## src/rtl/reset_sequencer_if.sv

```systemverilog
// Reset-sequencer control/status bundle: soft request and per-stage acks in,
// staged resets and status out. The master side is the sequencer itself.
interface reset_sequencer_if #(
    parameter int STAGES = 3
);
    logic              soft_req;
    logic [STAGES-1:0] stage_ack;
    logic [STAGES-1:0] rst_out_n;
    logic              busy;
    logic [STAGES-1:0] fault;
    logic [1:0]        reset_cause;

    modport master (
        input  soft_req,
        input  stage_ack,
        output rst_out_n,
        output busy,
        output fault,
        output reset_cause
    );

    modport slave (
        output soft_req,
        output stage_ack,
        input  rst_out_n,
        input  busy,
        input  fault,
        input  reset_cause
    );
endinterface

```

## src/rtl/reset_sequencer.sv

```systemverilog
// Staged reset controller: holds all pixel-domain resets low, then releases
// them in order, gated by minimum spacing and per-stage ready (or a timeout).
module reset_sequencer #(
    parameter int STAGES        = 3,
    parameter int MIN_ASSERT    = 64,
    parameter int STAGE_DELAY   = 1024,
    parameter int ACK_TIMEOUT   = 65536,
    parameter int DEBOUNCE_BITS = 16
) (
    input  logic               clk,
    input  logic               reset_n,
    input  logic               btn_n,
    reset_sequencer_if.master  bus
);
    localparam int AW = (MIN_ASSERT > 1)  ? $clog2(MIN_ASSERT)  : 1;
    localparam int DW = (STAGE_DELAY > 1) ? $clog2(STAGE_DELAY) : 1;
    localparam int TW = (ACK_TIMEOUT > 1) ? $clog2(ACK_TIMEOUT) : 1;
    localparam int KW = (STAGES > 1)      ? $clog2(STAGES)      : 1;

    localparam logic [AW-1:0] ASSERT_LAST = AW'(MIN_ASSERT - 1);
    localparam logic [DW-1:0] DELAY_LAST  = DW'(STAGE_DELAY - 1);
    localparam logic [TW-1:0] TO_LAST     = TW'(ACK_TIMEOUT - 1);
    localparam logic [KW-1:0] K_LAST      = KW'(STAGES - 1);

    localparam logic [1:0] CAUSE_POR  = 2'b00;
    localparam logic [1:0] CAUSE_BTN  = 2'b01;
    localparam logic [1:0] CAUSE_SOFT = 2'b10;

    typedef enum logic [1:0] {
        ST_ASSERT,
        ST_RELEASE,
        ST_RUN
    } state_t;

    // ------------------------------------------------------------------
    // Button path: synchronize, debounce, falling-edge detect
    // ------------------------------------------------------------------
    logic                     btn_meta_reg;
    logic                     btn_sync_reg;
    logic                     db_level_reg;
    logic                     db_level_d_reg;
    logic [DEBOUNCE_BITS-1:0] db_cnt_reg;
    logic                     btn_req;

    always_ff @(posedge clk) begin
        if (!reset_n) begin
            btn_meta_reg   <= 1'b1;
            btn_sync_reg   <= 1'b1;
            db_level_reg   <= 1'b1;
            db_level_d_reg <= 1'b1;
            db_cnt_reg     <= '0;
        end else begin
            btn_meta_reg   <= btn_n;
            btn_sync_reg   <= btn_meta_reg;
            db_level_d_reg <= db_level_reg;
            // Counting only while the synced level disagrees with the
            // debounced one; any bounce back restarts the count.
            if (btn_sync_reg != db_level_reg) begin
                if (&db_cnt_reg) begin
                    db_level_reg <= btn_sync_reg;
                    db_cnt_reg   <= '0;
                end else begin
                    db_cnt_reg <= db_cnt_reg + 1'b1;
                end
            end else begin
                db_cnt_reg <= '0;
            end
        end
    end

    assign btn_req = db_level_d_reg & ~db_level_reg;

    // ------------------------------------------------------------------
    // Sequencer FSM
    // ------------------------------------------------------------------
    state_t            state_reg,       state_next;
    logic [KW-1:0]     k_reg,           k_next;
    logic [AW-1:0]     assert_cnt_reg,  assert_cnt_next;
    logic [DW-1:0]     delay_cnt_reg,   delay_cnt_next;
    logic [TW-1:0]     timeout_cnt_reg, timeout_cnt_next;
    logic [STAGES-1:0] rst_out_reg,     rst_out_next;
    logic [STAGES-1:0] fault_reg,       fault_next;
    logic [1:0]        cause_reg,       cause_next;

    logic [STAGES-1:0] stage_sel;
    logic              delay_done;
    logic              acked;
    logic              timed_out;

    generate
        for (genvar gi = 0; gi < STAGES; gi++) begin : g_sel
            assign stage_sel[gi] = (k_reg == KW'(gi));
        end
    endgenerate

    assign delay_done = (delay_cnt_reg == DELAY_LAST);
    assign acked      = |(bus.stage_ack & stage_sel);
    assign timed_out  = (timeout_cnt_reg == TO_LAST);

    always_ff @(posedge clk) begin
        if (!reset_n) begin
            state_reg       <= ST_ASSERT;
            k_reg           <= '0;
            assert_cnt_reg  <= '0;
            delay_cnt_reg   <= '0;
            timeout_cnt_reg <= '0;
            rst_out_reg     <= '0;
            fault_reg       <= '0;
            cause_reg       <= CAUSE_POR;
        end else begin
            state_reg       <= state_next;
            k_reg           <= k_next;
            assert_cnt_reg  <= assert_cnt_next;
            delay_cnt_reg   <= delay_cnt_next;
            timeout_cnt_reg <= timeout_cnt_next;
            rst_out_reg     <= rst_out_next;
            fault_reg       <= fault_next;
            cause_reg       <= cause_next;
        end
    end

    always_comb begin
        state_next       = state_reg;
        k_next           = k_reg;
        assert_cnt_next  = assert_cnt_reg;
        delay_cnt_next   = delay_cnt_reg;
        timeout_cnt_next = timeout_cnt_reg;
        rst_out_next     = rst_out_reg;
        fault_next       = fault_reg;
        cause_next       = cause_reg;

        if (btn_req || bus.soft_req) begin
            // A request from any state restarts the whole sequence.
            state_next       = ST_ASSERT;
            k_next           = '0;
            assert_cnt_next  = '0;
            delay_cnt_next   = '0;
            timeout_cnt_next = '0;
            rst_out_next     = '0;
            fault_next       = '0;
            cause_next       = btn_req ? CAUSE_BTN : CAUSE_SOFT;
        end else begin
            case (state_reg)
                ST_ASSERT: begin
                    rst_out_next = '0;
                    if (assert_cnt_reg == ASSERT_LAST) begin
                        state_next       = ST_RELEASE;
                        k_next           = '0;
                        rst_out_next     = STAGES'(1);
                        delay_cnt_next   = '0;
                        timeout_cnt_next = '0;
                    end else begin
                        assert_cnt_next = assert_cnt_reg + 1'b1;
                    end
                end

                ST_RELEASE: begin
                    // Delay saturates; the timeout alone bounds the dwell.
                    if (!delay_done) begin
                        delay_cnt_next = delay_cnt_reg + 1'b1;
                    end
                    timeout_cnt_next = timeout_cnt_reg + 1'b1;
                    if ((delay_done && acked) || timed_out) begin
                        if (!(delay_done && acked)) begin
                            fault_next = fault_reg | stage_sel;
                        end
                        if (k_reg == K_LAST) begin
                            state_next = ST_RUN;
                        end else begin
                            k_next           = k_reg + 1'b1;
                            rst_out_next     = rst_out_reg | (stage_sel << 1);
                            delay_cnt_next   = '0;
                            timeout_cnt_next = '0;
                        end
                    end
                end

                ST_RUN: begin
                    rst_out_next = '1;
                end

                default: begin
                    state_next   = ST_ASSERT;
                    rst_out_next = '0;
                end
            endcase
        end
    end

    assign bus.rst_out_n   = rst_out_reg;
    assign bus.busy        = (state_reg != ST_RUN);
    assign bus.fault       = fault_reg;
    assign bus.reset_cause = cause_reg;

endmodule

```

## src/flat_wrapper.sv

```systemverilog
// flat-port wrapper written by rule: the top's interface ports become plain ports
module reset_sequencer_flat 
#(
    parameter int STAGES        = 3,
    parameter int MIN_ASSERT    = 64,
    parameter int STAGE_DELAY   = 1024,
    parameter int ACK_TIMEOUT   = 65536,
    parameter int DEBOUNCE_BITS = 16
)
  (clk, reset_n, btn_n, bus_soft_req, bus_stage_ack, bus_rst_out_n, bus_busy, bus_fault, bus_reset_cause);
  reset_sequencer_if #(.STAGES(STAGES)) bus_i ();
  input  logic clk;
  input  logic reset_n;
  input  logic btn_n;
  input wire logic [$bits(bus_i.soft_req)-1:0] bus_soft_req;
  input wire logic [$bits(bus_i.stage_ack)-1:0] bus_stage_ack;
  output wire logic [$bits(bus_i.rst_out_n)-1:0] bus_rst_out_n;
  output wire logic [$bits(bus_i.busy)-1:0] bus_busy;
  output wire logic [$bits(bus_i.fault)-1:0] bus_fault;
  output wire logic [$bits(bus_i.reset_cause)-1:0] bus_reset_cause;
  assign bus_i.soft_req = bus_soft_req;
  assign bus_i.stage_ack = bus_stage_ack;
  assign bus_rst_out_n = bus_i.rst_out_n;
  assign bus_busy = bus_i.busy;
  assign bus_fault = bus_i.fault;
  assign bus_reset_cause = bus_i.reset_cause;
  reset_sequencer #(.STAGES(STAGES), .MIN_ASSERT(MIN_ASSERT), .STAGE_DELAY(STAGE_DELAY), .ACK_TIMEOUT(ACK_TIMEOUT), .DEBOUNCE_BITS(DEBOUNCE_BITS)) u_core (.clk(clk), .reset_n(reset_n), .btn_n(btn_n), .bus(bus_i));
endmodule
```

## config.mk

```make
export PLATFORM = sky130hd
export DESIGN_NAME = reset_sequencer_flat
export DESIGN_NICKNAME = d
export VERILOG_FILES = /design/src/rtl/reset_sequencer_if.sv /design/src/rtl/reset_sequencer.sv /design/src/flat_wrapper.sv
export SDC_FILE = /design/constraint.sdc
export NUM_CORES = 1
export LEC_CHECK = 0
export CORE_MARGIN = 1.5
export CORE_UTILIZATION = 39
export CTS_CLUSTER_DIAMETER = 50
export DETAILED_ROUTE_END_ITERATION = 12
export RECOVER_POWER = 25
export SETUP_SLACK_MARGIN = 0.1
export SLEW_MARGIN = 20
export SYNTH_ARGS = -nofsm -noshare
export SYNTH_HDL_FRONTEND = slang
export SYNTH_SLANG_ARGS = --single-unit
```

## constraint.sdc

```tcl
create_clock -name clk -period 2.3 [get_ports clk]
set_input_delay 0.46 -clock clk [delete_from_list [all_inputs] [get_ports clk]]
set_output_delay 0.46 -clock clk [all_outputs]
set_load 0.01 [all_outputs]
```

# Word-level counts from Yosys, hierarchy flattened
# Index checks and enable logic that the tools add are counted.
# Widths: inputs -> output; s select.
# op_classes
add_sub_neg	5
eq_ne	13
mux	22
n_bitwise	10
reduce_logical	17
# ops
cell	n
$mux 16	3
$mux 10	4
$add 16x1->16 const B	2
$pmux 16 s2	1
$pmux 10 s2	1
$reduce_and 17->1	1
$eq 16x16->1 const B	1
$reduce_and 16->1	1
$mux 2	7
$add 10x1->10 const B	1
$eq 10x10->1 const B	1
$pmux 3 s3	1
$reduce_and 4->1	2
$add 6x1->6 const B	1
$eq 6x6->1 const B	1
$mux 3	2
$ne 2x1->1 const B	3
$not 1->1	6
$or 3x3->3	2
$pmux 2 s3	1
$reduce_and 2->1	3
$reduce_or 3->1	2
$eq 2x1->1 const B	2
$eq 2x2->1 const B	2
13 further kinds	16
# totals
register_bits	64

# Depth between registers and ports, before layout
# Gate-level depths: netlist of the first run.
# logic_depth
depth_word	7
ltp_mapped	8
ltp_nobuf	7

# Worst setup path after synthesis of the first run
# No wires, ideal clock.
# synth_path
path_type	reg2reg
from	register u_core.k_reg[0]
to	register u_core.delay_cnt_reg[5]
setup_ns	0.064
arrival_time_ns	1.828
required_time_ns	2.236
path_slack_ns	0.408
path_stages_with_launch	9
path_buffers	1
cell_sequence	dfxtp_1 -> inv_1 -> ha_1 -> a222oi_1 -> nor2_1 -> a221oi_4 -> o21ai_4 -> buf_6 -> nor2_1
# synth_via
elab_chain_len	7
# synth_lines
item	line	source
start, declared	reset_sequencer.sv:77	logic [KW-1:0] k_reg, k_next;
start signal, assigned	reset_sequencer.sv:112	k_reg <= k_next;
$eq 2x1->1, or another cell as far along	reset_sequencer.sv:92	assign stage_sel[gi] = (k_reg == KW'(gi));
$and 3x3->3	reset_sequencer.sv:97	assign acked = |(bus.stage_ack & stage_sel);
$reduce_or 3->1	reset_sequencer.sv:97	
$logic_and 1x1->1	reset_sequencer.sv:163	if ((delay_done && acked) || timed_out) begin
$logic_or 1x1->1	reset_sequencer.sv:163	
$mux 10 *	reset_sequencer.sv:163	
$pmux 10 s2 *	reset_sequencer.sv:143	case (state_reg)
end signal, assigned	reset_sequencer.sv:114	delay_cnt_reg <= delay_cnt_next;
end, declared	reset_sequencer.sv:79	logic [DW-1:0] delay_cnt_reg, delay_cnt_next;
# Mark *: on every way between the ends. The rest lies on a longest branch, timed or not.
# A chain may end at the register's enable or synchronous reset.

# Final worst setup path of the first run
# layout_path
from	register u_core.k_reg[0]
to	register u_core.delay_cnt_reg[7]
# The elaborated chain is that of the path after synthesis.

==> results of run 1 <==
[placed cells by master (no fill, tap or decap), types with 2 or more instances in the layout]
cell type | netlist | layout
a21oi_1 | 12 | 12
inv_2 | 0 | 2
nor4_1 | 6 | 6
or4_4 | 2 | 2
buf_6 | 2 | 2
inv_1 | 8 | 6
xor2_1 | 21 | 21
nand2_1 | 20 | 20
mux2i_1 | 2 | 2
xnor2_1 | 20 | 20
clkbuf_1 | 2 | 4
dfxtp_1 | 64 | 62
clkbuf_8 | 0 | 12
nand3_1 | 18 | 18
buf_4 | 1 | 5
o21ai_0 | 3 | 3
clkdlybuf4s50_1 | 0 | 7
dfxtp_2 | 0 | 2
dlygate4sd3_1 | 0 | 8
nand2b_1 | 6 | 6
nand4_2 | 3 | 3
and4_1 | 2 | 3
nand4_1 | 13 | 13
ha_1 | 7 | 5
nor2_1 | 57 | 57
o22ai_1 | 3 | 3
nor2_2 | 3 | 3
and3_1 | 7 | 7
a22oi_1 | 2 | 2
nor3_1 | 7 | 7
[cells by family (layout without fill, tap and decap cells)]
| kind of cell | Yosys count | count (layout) | share of synthesized area |
|---|---|---|---|
| mux | 2 | 2 | 0.006903 |
| compound gates | 33 | 33 | 0.09017 |
| simple gates | 154 | 154 | 0.2787 |
| flops | 64 | 64 | 0.4418 |
| fa+ha+maj | 7 | 7 | 0.03020 |
| xor+xnor | 41 | 41 | 0.1238 |
| buf+inv | 16 | 50 | 0.02847 |
[timing repair]
item,in CTS,in global routing
hold buffers,0,0
setup buffers,0,3
setup endpoints to repair,0,22
resized for setup,0,9
[path summary, 6_finish.rpt]
kind | from | end | cells after the start
worst max-delay path | u_core.k_reg[0]$_SDFFE_PP0P_ | u_core.delay_cnt_reg[7]$_SDFFE_PP0P_ | 8
worst min-delay path | u_core.btn_meta_reg$_SDFF_PN1_ | u_core.btn_sync_reg$_SDFF_PN1_ | 1
worst max register to register | u_core.k_reg[0]$_SDFFE_PP0P_ | u_core.delay_cnt_reg[7]$_SDFFE_PP0P_ | 8
worst min register to register | u_core.btn_meta_reg$_SDFF_PN1_ | u_core.btn_sync_reg$_SDFF_PN1_ | 1
[worst max-delay path, delay by kind of cell (launching register included)]
family,cells,cell delay [ps]
flip-flops,1,340
AND/OR/NAND/NOR,2,250
buffers and inverters,2,280
AO/OA/AOI/OAI,3,960
adder cells (fa/ha/maj),1,170
[power by group]
| group | internal, mW | switching [mW] | total, mW | leakage, nW |
|---|---|---|---|---|
| sequential | 1.11 | 0.00272 | 1.12 | 0.518 |
| combinational | 0.0298 | 0.0292 | 0.0590 | 0.602 |
| clock | 0.584 | 0.416 | 1.00 | 0.102 |
| total | 1.73 | 0.448 | 2.17 | 1.22 |
[per-layer routing]
layer | track usage | vias to the layer above
li1 | - | 1168
met1 | 0.2002 | 1063
met2 | 0.2679 | 29
met3 | 0.06279 | 7
met4 | 0.06294 | 0
met5 | 0 | -
[layout make-up]
cell class	instances	area, µm²	area share
multi-input cells	237	1545	0.4471
flip-flops and latches	64	1284	0.3715
repair buffers	27	266.5	0.07712
clock buffers	13	168.9	0.04888
well taps	99	123.9	0.03584
clock inverters	2	37.54	0.01086
inverters	8	30.03	0.008689
==> flow_metrics.env, run 1 <==
export IMPL_status="complete, no violations"
export IMPL_synth_most_common_cell="dfxtp_1"
export IMPL_met2_wirelength_um=2769
export IMPL_antenna_found_initial=0
export IMPL_synth_ff_type="dfxtp_1"
export IMPL_ir_drop_mv=0.3247
export IMPL_p_total_mw=2.174
export IMPL_drcViolationCount=0
export IMPL_slowest_stage="a222oi_1"
export IMPL_hp_class="reg -> reg"
export IMPL_whs_ps=410.2
export IMPL_area_delta_synth_final_pct=19.15
export IMPL_fmax_mhz=487.0
export IMPL_finalNonFillerCells=450
export IMPL_crit_required_ps=2580
export IMPL_startpoint_type="flip-flop"
export IMPL_coreArea_um2=7214
export IMPL_grtUsageTotal=0.1657
export IMPL_antenna_left=0
export IMPL_report_final_slew_viol_count=0
export IMPL_crit_top_cell="nor2_1"
export IMPL_initial_utilization=0.4020
export IMPL_leakage_nw=1.221
export IMPL_hpwl_um=3976
export IMPL_viasPerCell=5.038
export IMPL_drive_gt1_frac=0.1311
export IMPL_cts_root_buf="clkbuf_8"
export IMPL_antenna_cells=0
export IMPL_die_w_um=89.24
export IMPL_synthesis_nets=331
export IMPL_top_layer="met4"
export IMPL_h_tree_depth=3
export IMPL_dr_wl_met3_um=206
export IMPL_syn_area_um2=2900
export IMPL_dieArea_um2=7963
export IMPL_synthTopCellsByArea="dfxtp_1, nor2_1, xor2_1"
export IMPL_dp_cells=431
export IMPL_gp_congestion=0.7679
export IMPL_dp_worst_setup_slack_ps=6.558
export IMPL_path_clk_slew_ps=70
export IMPL_clk_latency_ps=340
export IMPL_clk_path_buf_depth=2
export IMPL_numCtsBuffers=9
export IMPL_worstSetupPathType="reg -> reg"
export IMPL_fin_nets=361
export IMPL_dr_pass1_iters=4
export IMPL_crit_fanout=8
export IMPL_wl_per_cell_um=12.89
export IMPL_rsz0062_at_grt="false"
export IMPL_endpoint_kind="flip-flop"
export IMPL_worst_pin_slew_ps=757.1
export IMPL_drv_cap=0
export IMPL_fill_cells=729
export IMPL_hold_violations=0
export IMPL_setup_viol=0
export IMPL_synth_distinct_cells=48
export IMPL_setup_tns_ps=0
export IMPL_seq_area_frac_synth=0.4418
export IMPL_worst_slack_ps=246.8
export IMPL_synth_top_cells_by_count="dfxtp_1, nor2_1, xor2_1, nand2_1, xnor2_1"
export IMPL_vias=2267
export IMPL_fp_dieH_um=89.24
export IMPL_synthArstFlopShare=0
export IMPL_final_area_um2=3456
export IMPL_cts_tree="yes"
export IMPL_port_buffers=15
export IMPL_relSlewSlack=0.4922
export IMPL_reg2reg_slack_ps=250
export IMPL_cp_arrival_ps=2330
export IMPL_synth_top_area_cell="dfxtp_1"
export IMPL_grt_pass1_wl_um=9922
export IMPL_cp_cell_sequence="inv_2, ha_4, a222oi_1, nor2_1, a221oi_4, o21ai_4, clkbuf_16, nor2_1"
export IMPL_drt_met1_wl_um=2741
export IMPL_syn_avg_cell_area_um2=9.149
export IMPL_grt_max_degree=20
export IMPL_synth_top_area_share=0.4418
export IMPL_fin_crit_sh=0.8927
export IMPL_placed_area_um2=3194
export IMPL_postSynthCellCount=317
export IMPL_routed_wl_um=5802
export IMPL_top_level_ports=16
export IMPL_synth_edff_count=0
export IMPL_yosysWarnings=0
export IMPL_first_global_vias=2170
export IMPL_drt_iter0_markers=83
export IMPL_synth_ff_latch_count=64
export IMPL_post_route_util=0.4790
export IMPL_clock_sinks=64
export IMPL_skew_ps=12.90
export IMPL_powerDensity_nw_per_um2=629.2
export IMPL_grt_overflow_total=0
export IMPL_min_period_ps=2053
export IMPL_cpPeakStageDelay_ps=400
export IMPL_placementRows=31
Note: power is estimated with default switching activity, not from simulation.
==> run 2: changes to the inputs <==
--- a/config.mk
+++ b/config.mk
@@ -5,12 +5,16 @@
 export SDC_FILE = /design/constraint.sdc
 export NUM_CORES = 1
 export LEC_CHECK = 0
+export CAP_MARGIN = 5
+export CELL_PAD_IN_SITES_DETAIL_PLACEMENT = 1
+export CELL_PAD_IN_SITES_GLOBAL_PLACEMENT = 2
 export CORE_MARGIN = 1.5
-export CORE_UTILIZATION = 39
+export CORE_UTILIZATION = 37
 export CTS_CLUSTER_DIAMETER = 50
 export DETAILED_ROUTE_END_ITERATION = 12
+export PLACE_DENSITY_LB_ADDON = 0.1
 export RECOVER_POWER = 25
-export SETUP_SLACK_MARGIN = 0.1
+export SETUP_SLACK_MARGIN = 0.02
 export SLEW_MARGIN = 20
 export SYNTH_ARGS = -nofsm -noshare
 export SYNTH_HDL_FRONTEND = slang
==> run 2 against run 1 <==
Total power is 6.3% lower. Maximum frequency is 3.9% lower. First-iteration DRC count is 47% lower. Largest cell class unchanged. Setup slack worse by 83 ps. Hold slack better by 8.3 ps. Sequential cell count stayed put. Highest routed layer unchanged. Clock power is 13% lower. Design area is 1.1% lower. Sequential share of layout area is 0.35 points higher.
==> flow_metrics.env, run 2 (synthesized netlist as in run 1, its figures left out) <==
export IMPL_initial_utilization=0.3793
export IMPL_endpoint_kind="flip-flop"
export IMPL_worstSetupStartpoint="u_core.k_reg[0]$_SDFFE_PP0P_"
export IMPL_clock_sinks=64
export IMPL_whs_path_depth=1
export IMPL_h_tree_depth=3
export IMPL_reg2reg_slack_ps=160
export IMPL_dieArea_um2=8379
export IMPL_final_area_um2=3417
export IMPL_startpoint_type="flip-flop"
export IMPL_antenna_left=0
export IMPL_viasPerCell=5.048
export IMPL_fin_nets=363
export IMPL_worstHoldStart="u_core.btn_meta_reg$_SDFF_PN1_"
export IMPL_die_w_um=91.54
export IMPL_gp_congestion=0.7181
export IMPL_fmax_mhz=468.1
export IMPL_crit_required_ps=2580
export IMPL_antenna_found_initial=0
export IMPL_report_final_slew_viol_count=0
export IMPL_routed_wl_um=6582
export IMPL_top_level_ports=16
export IMPL_drive_gt1_frac=0.1356
export IMPL_worst_pin_slew_ps=1062
export IMPL_final_common_cell="dfxtp_1"
export IMPL_fin_crit_sh=0.9289
export IMPL_dr_wl_met3_um=114
export IMPL_hpwl_um=4552
export IMPL_top_layer="met4"
export IMPL_ir_drop_mv=0.2448
export IMPL_crit_fanout=6
export IMPL_cts_root_buf="clkbuf_8"
export IMPL_clk_latency_ps=340
export IMPL_r2r_start="u_core.k_reg[0]$_SDFFE_PP0P_"
export IMPL_met2_wirelength_um=2960
export IMPL_clk_path_buf_depth=2
export IMPL_placed_area_um2=3201
export IMPL_worstSetupPathType="reg -> reg"
export IMPL_cts_tree="yes"
export IMPL_grt_max_degree=26
export IMPL_placementRows=32
export IMPL_first_global_vias=2295
export IMPL_cp_arrival_ps=2420
export IMPL_hp_class="reg -> reg"
export IMPL_grt_overflow_total=0
export IMPL_min_to="u_core.btn_sync_reg$_SDFF_PN1_"
export IMPL_fp_dieH_um=91.54
export IMPL_powerDensity_nw_per_um2=596.4
export IMPL_status="complete, no violations"
export IMPL_grtUsageTotal=0.1680
export IMPL_setup_viol=0
export IMPL_wl_per_cell_um=14.43
export IMPL_relSlewSlack=0.2923
export IMPL_area_delta_synth_final_pct=17.82
export IMPL_hold_violations=0
export IMPL_port_buffers=15
export IMPL_skew_ps=6.344
export IMPL_drv_cap=0
export IMPL_vias=2302
export IMPL_drt_met1_wl_um=3375
export IMPL_mostFrequentLayoutCells="dfxtp_1, nor2_1, xor2_1"
export IMPL_drt_iter0_markers=44
export IMPL_r2r_end="u_core.delay_cnt_reg[7]$_SDFFE_PP0P_"
export IMPL_post_route_util=0.4468
export IMPL_fill_cells=915
export IMPL_rsz0062_at_grt="true"
export IMPL_min_period_ps=2136
export IMPL_drcViolationCount=0
export IMPL_path_clk_slew_ps=70
export IMPL_antenna_cells=0
export IMPL_leakage_nw=1.195
export IMPL_numCtsBuffers=9
export IMPL_grt_pass1_wl_um=11030
export IMPL_coreArea_um2=7647
export IMPL_dr_pass1_iters=4
export IMPL_worstRegToRegCells=8
[run 2: final cells by class]
| cell class | instances | area [µm²] | area share |
|---|---|---|---|
| flip-flops and latches | 64 | 1281 | 0.3750 |
| well taps | 102 | 127.6 | 0.03735 |
| clock inverters | 5 | 32.53 | 0.009520 |
| clock buffers | 11 | 141.4 | 0.04138 |
| inverters | 8 | 30.03 | 0.008788 |
| repair buffers | 27 | 232.7 | 0.06811 |
| multi-input cells | 239 | 1572 | 0.4599 |
[run 2: repair_timing]
item                                    CTS  global route
setup buffers                             0             2
resized for setup                         0             5
hold buffers                              0             0
endpoints found under the setup margin    0            26
[run 2: worst max path at each step]
stage                                                end  slack (ps)  cells past startpoint
detailed placement          u_core.k_reg[0]$_SDFFE_PP0P_         -80                      6
global route                u_core.k_reg[1]$_SDFFE_PP0P_         -20                      7
floorplan           u_core.delay_cnt_reg[5]$_SDFFE_PP0P_         410                      8
finish              u_core.delay_cnt_reg[7]$_SDFFE_PP0P_         160                      8
global placement            u_core.k_reg[0]$_SDFFE_PP0P_         -10                      6
CTS                         u_core.k_reg[0]$_SDFFE_PP0P_          50                      6
[run 2: where the power goes]
group          internal [mW]  switching (mW)
clock                  0.416           0.456
combinational         0.0203          0.0305
sequential              1.11         0.00287
[run 2: layer usage]
layer | vias to the layer above | GRT usage
met2 | 18 | 0.2531
met4 | 0 | 0.09245
met5 | - | 0
met3 | 9 | 0.03434
li1 | 1171 | -
met1 | 1104 | 0.2231
[run 2: critical path, cell delays in order (launching register included)]
cell and delay, ps:
dfxtp_1 330, inv_1 80, ha_1 240, a222oi_1 380
nor2_1 150, a221oi_4 380, buf_4 210, o21ai_2 130
nor2_1 160
[run 2: metrics by stage]
stage / hold WS, ps / TNS, ps / setup WS [ps] / power, mW / cells
detailed placement: 402.5 / -333.3 / -80.54 / 1.189 / 436
finish: 418.5 / 0 / 163.6 / 2.038 / 456
global route: 463.3 / -99.39 / -24.57 / 2.133 / 456
CTS: 419.1 / 0 / 53.87 / 2.067 / 452
floorplan: 386.3 / 0 / 408.3 / 1.169 / 317
global placement: 404.1 / -25.21 / -12.93 / 1.189 / 436
==> run 3: changes to the inputs <==
--- a/config.mk
+++ b/config.mk
@@ -14,7 +14,6 @@
 export DETAILED_ROUTE_END_ITERATION = 12
 export PLACE_DENSITY_LB_ADDON = 0.1
 export RECOVER_POWER = 25
-export SETUP_SLACK_MARGIN = 0.02
 export SLEW_MARGIN = 20
 export SYNTH_ARGS = -nofsm -noshare
 export SYNTH_HDL_FRONTEND = slang
==> run 3 against run 2 <==
Non-clock buffer count did not move. Setup slack improved by 19 ps. Design area fell by 0.37%. Hold slack barely moved. Maximum frequency rose by 0.91%. First-iteration DRC count fell by 11%. Critical path type unchanged. Largest power group unchanged.
==> flow_metrics.env, run 3 (synthesized netlist as in run 1, its figures left out) <==
export IMPL_r2r_start="u_core.k_reg[0]$_SDFFE_PP0P_"
export IMPL_viasPerCell=5.022
export IMPL_cp_arrival_ps=2400
export IMPL_whs_path_depth=1
export IMPL_final_area_um2=3405
export IMPL_fp_dieH_um=91.54
export IMPL_h_tree_depth=3
export IMPL_first_global_vias=2295
export IMPL_worstSetupPathType="reg -> reg"
export IMPL_hp_class="reg -> reg"
export IMPL_clk_latency_ps=340
export IMPL_clock_sinks=64
export IMPL_reg2reg_slack_ps=180
export IMPL_seqPwrFrac=0.548
export IMPL_fin_nets=362
export IMPL_mostFrequentLayoutCells="dfxtp_1, nor2_1, xor2_1"
export IMPL_vias=2285
export IMPL_whs_ps=418.5
export IMPL_routed_wl_um=6459
export IMPL_setup_viol=0
export IMPL_hold_violations=0
export IMPL_port_buffers=15
export IMPL_antenna_found_initial=0
export IMPL_placed_area_um2=3201
export IMPL_crit_required_ps=2580
export IMPL_crit_fanout=12
export IMPL_ir_drop_mv=0.2435
export IMPL_antenna_left=0
export IMPL_min_period_ps=2117
export IMPL_relSlewSlack=0.5997
export IMPL_placementRows=32
export IMPL_drt_iter0_markers=39
export IMPL_drive_gt1_frac=0.1360
export IMPL_top_level_ports=16
export IMPL_drcViolationCount=0
export IMPL_clk_path_buf_depth=2
export IMPL_rsz0062_at_grt="true"
export IMPL_die_w_um=91.54
export IMPL_cts_root_buf="clkbuf_8"
export IMPL_report_final_slew_viol_count=0
export IMPL_initial_utilization=0.3793
export IMPL_endpoint_kind="flip-flop"
export IMPL_antenna_cells=0
export IMPL_grtUsageTotal=0.1680
export IMPL_min_to="u_core.btn_sync_reg$_SDFF_PN1_"
export IMPL_path_clk_slew_ps=70
export IMPL_startpoint_type="flip-flop"
export IMPL_skew_ps=6.967
export IMPL_dp_worst_setup_slack_ps=-80.54
export IMPL_post_route_util=0.4452
export IMPL_cts_hold_buf=0
export IMPL_r2r_end="u_core.delay_cnt_reg[1]$_SDFFE_PP0P_"
export IMPL_hpwl_um=4552
export IMPL_worstRegToRegCells=8
export IMPL_gp_congestion=0.7181
export IMPL_numCtsBuffers=9
export IMPL_p_int_mw=1.549
export IMPL_fmax_mhz=472.3
export IMPL_p_sw_frac=0.2387
export IMPL_worst_pin_slew_ps=598.3
export IMPL_grt_max_degree=26
export IMPL_p_sw_mw=0.4858
export IMPL_leakage_nw=1.194
export IMPL_p_total_mw=2.035
export IMPL_p_comb_frac=0.024
export IMPL_fin_crit_sh=0.9205
export IMPL_worstHoldStart="u_core.btn_meta_reg$_SDFF_PN1_"
export IMPL_dr_pass1_iters=4
export IMPL_grt_pass1_wl_um=11030
export IMPL_pwr_share_clk=0.428
export IMPL_cts_tree="yes"
export IMPL_coreArea_um2=7647
export IMPL_grt_overflow_total=0
export IMPL_dieArea_um2=8379
export IMPL_wl_per_cell_um=14.20
export IMPL_drv_cap=0
export IMPL_area_delta_synth_final_pct=17.39
export IMPL_powerDensity_nw_per_um2=597.7
export IMPL_final_common_cell="dfxtp_1"
export IMPL_status="complete, no violations"
export IMPL_worst_slack_ps=182.8
==> run 3: cell count changes in the layout (fill, tap and decap cells not counted) <==
cell / previous run / this run
o21ai_2: 1 / 0
buf_4: 8 / 9
buf_6: 1 / 0
or2_2: 0 / 1
or2_0: 1 / 0
==> run 3: how the worst max path moves through the flow <==
stage                                           endpoint  slack, ps                              startpoint
floorplan           u_core.delay_cnt_reg[5]$_SDFFE_PP0P_        410            u_core.k_reg[0]$_SDFFE_PP0P_
global placement            u_core.k_reg[0]$_SDFFE_PP0P_        -10                        bus_stage_ack[0]
detailed placement          u_core.k_reg[0]$_SDFFE_PP0P_        -80                        bus_stage_ack[0]
CTS                         u_core.k_reg[0]$_SDFFE_PP0P_         50  u_core.timeout_cnt_reg[0]$_SDFFE_PP0P_
global route        u_core.delay_cnt_reg[9]$_SDFFE_PP0P_        -30            u_core.k_reg[0]$_SDFFE_PP0P_
finish              u_core.delay_cnt_reg[1]$_SDFFE_PP0P_        180            u_core.k_reg[0]$_SDFFE_PP0P_
==> run 3: layer usage <==
| layer | share of wire | vias up | track usage |
|---|---|---|---|
| met2 | 0.46 | 18 | 0.2531 |
| met4 | 0.020 | 0 | 0.09245 |
| met3 | 0.018 | 9 | 0.03434 |
| met1 | 0.50 | 1091 | 0.2231 |
| li1 | - | 1167 | - |
| met5 | 0 | - | 0 |
==> run 3: layout make-up <==
class / count / area, µm²
clock buffer: 11 / 141.4
inverter: 8 / 30.03
fill: 912 / 4243
tap: 102 / 127.6
multi-input combinational: 238 / 1563
clock inverter: 5 / 32.53
timing repair buffer: 27 / 229.0
sequential: 64 / 1281
==> run 3: worst max-delay path, cell delays in order, from the launching register on <==
cell,delay [ps]
dfxtp_1,330
inv_1,80
ha_1,250
a222oi_1,380
nor2_1,160
a221oi_4,360
buf_4,190
o21ai_4,150
a21oi_2,160
==> run 3: power groups by stage <==
stage	clock [mW]	combinational [mW]	sequential, mW
3_3_place_gp	0	0.0477	1.14
4_1_cts	0.904	0.0482	1.12
5_1_grt	0.960	0.0555	1.12
2_1_floorplan	0	0.0274	1.14
3_5_place_dp	0	0.0482	1.14
6_report	0.870	0.0494	1.12
==> run 3: stage by stage <==
stage / cells / setup TNS (ps)
after floorplan: 317 / 0
after global placement: 436 / -25.21
after detailed placement: 436 / -333.3
after CTS: 452 / 0
after global routing: 455 / -105.2
final: 455 / 0
==> run 3: timing repair <==
item                                    in CTS  in global routing
endpoints found under the setup margin       0                 23
resized for setup                            0                  4
buffers inserted                             0                  2
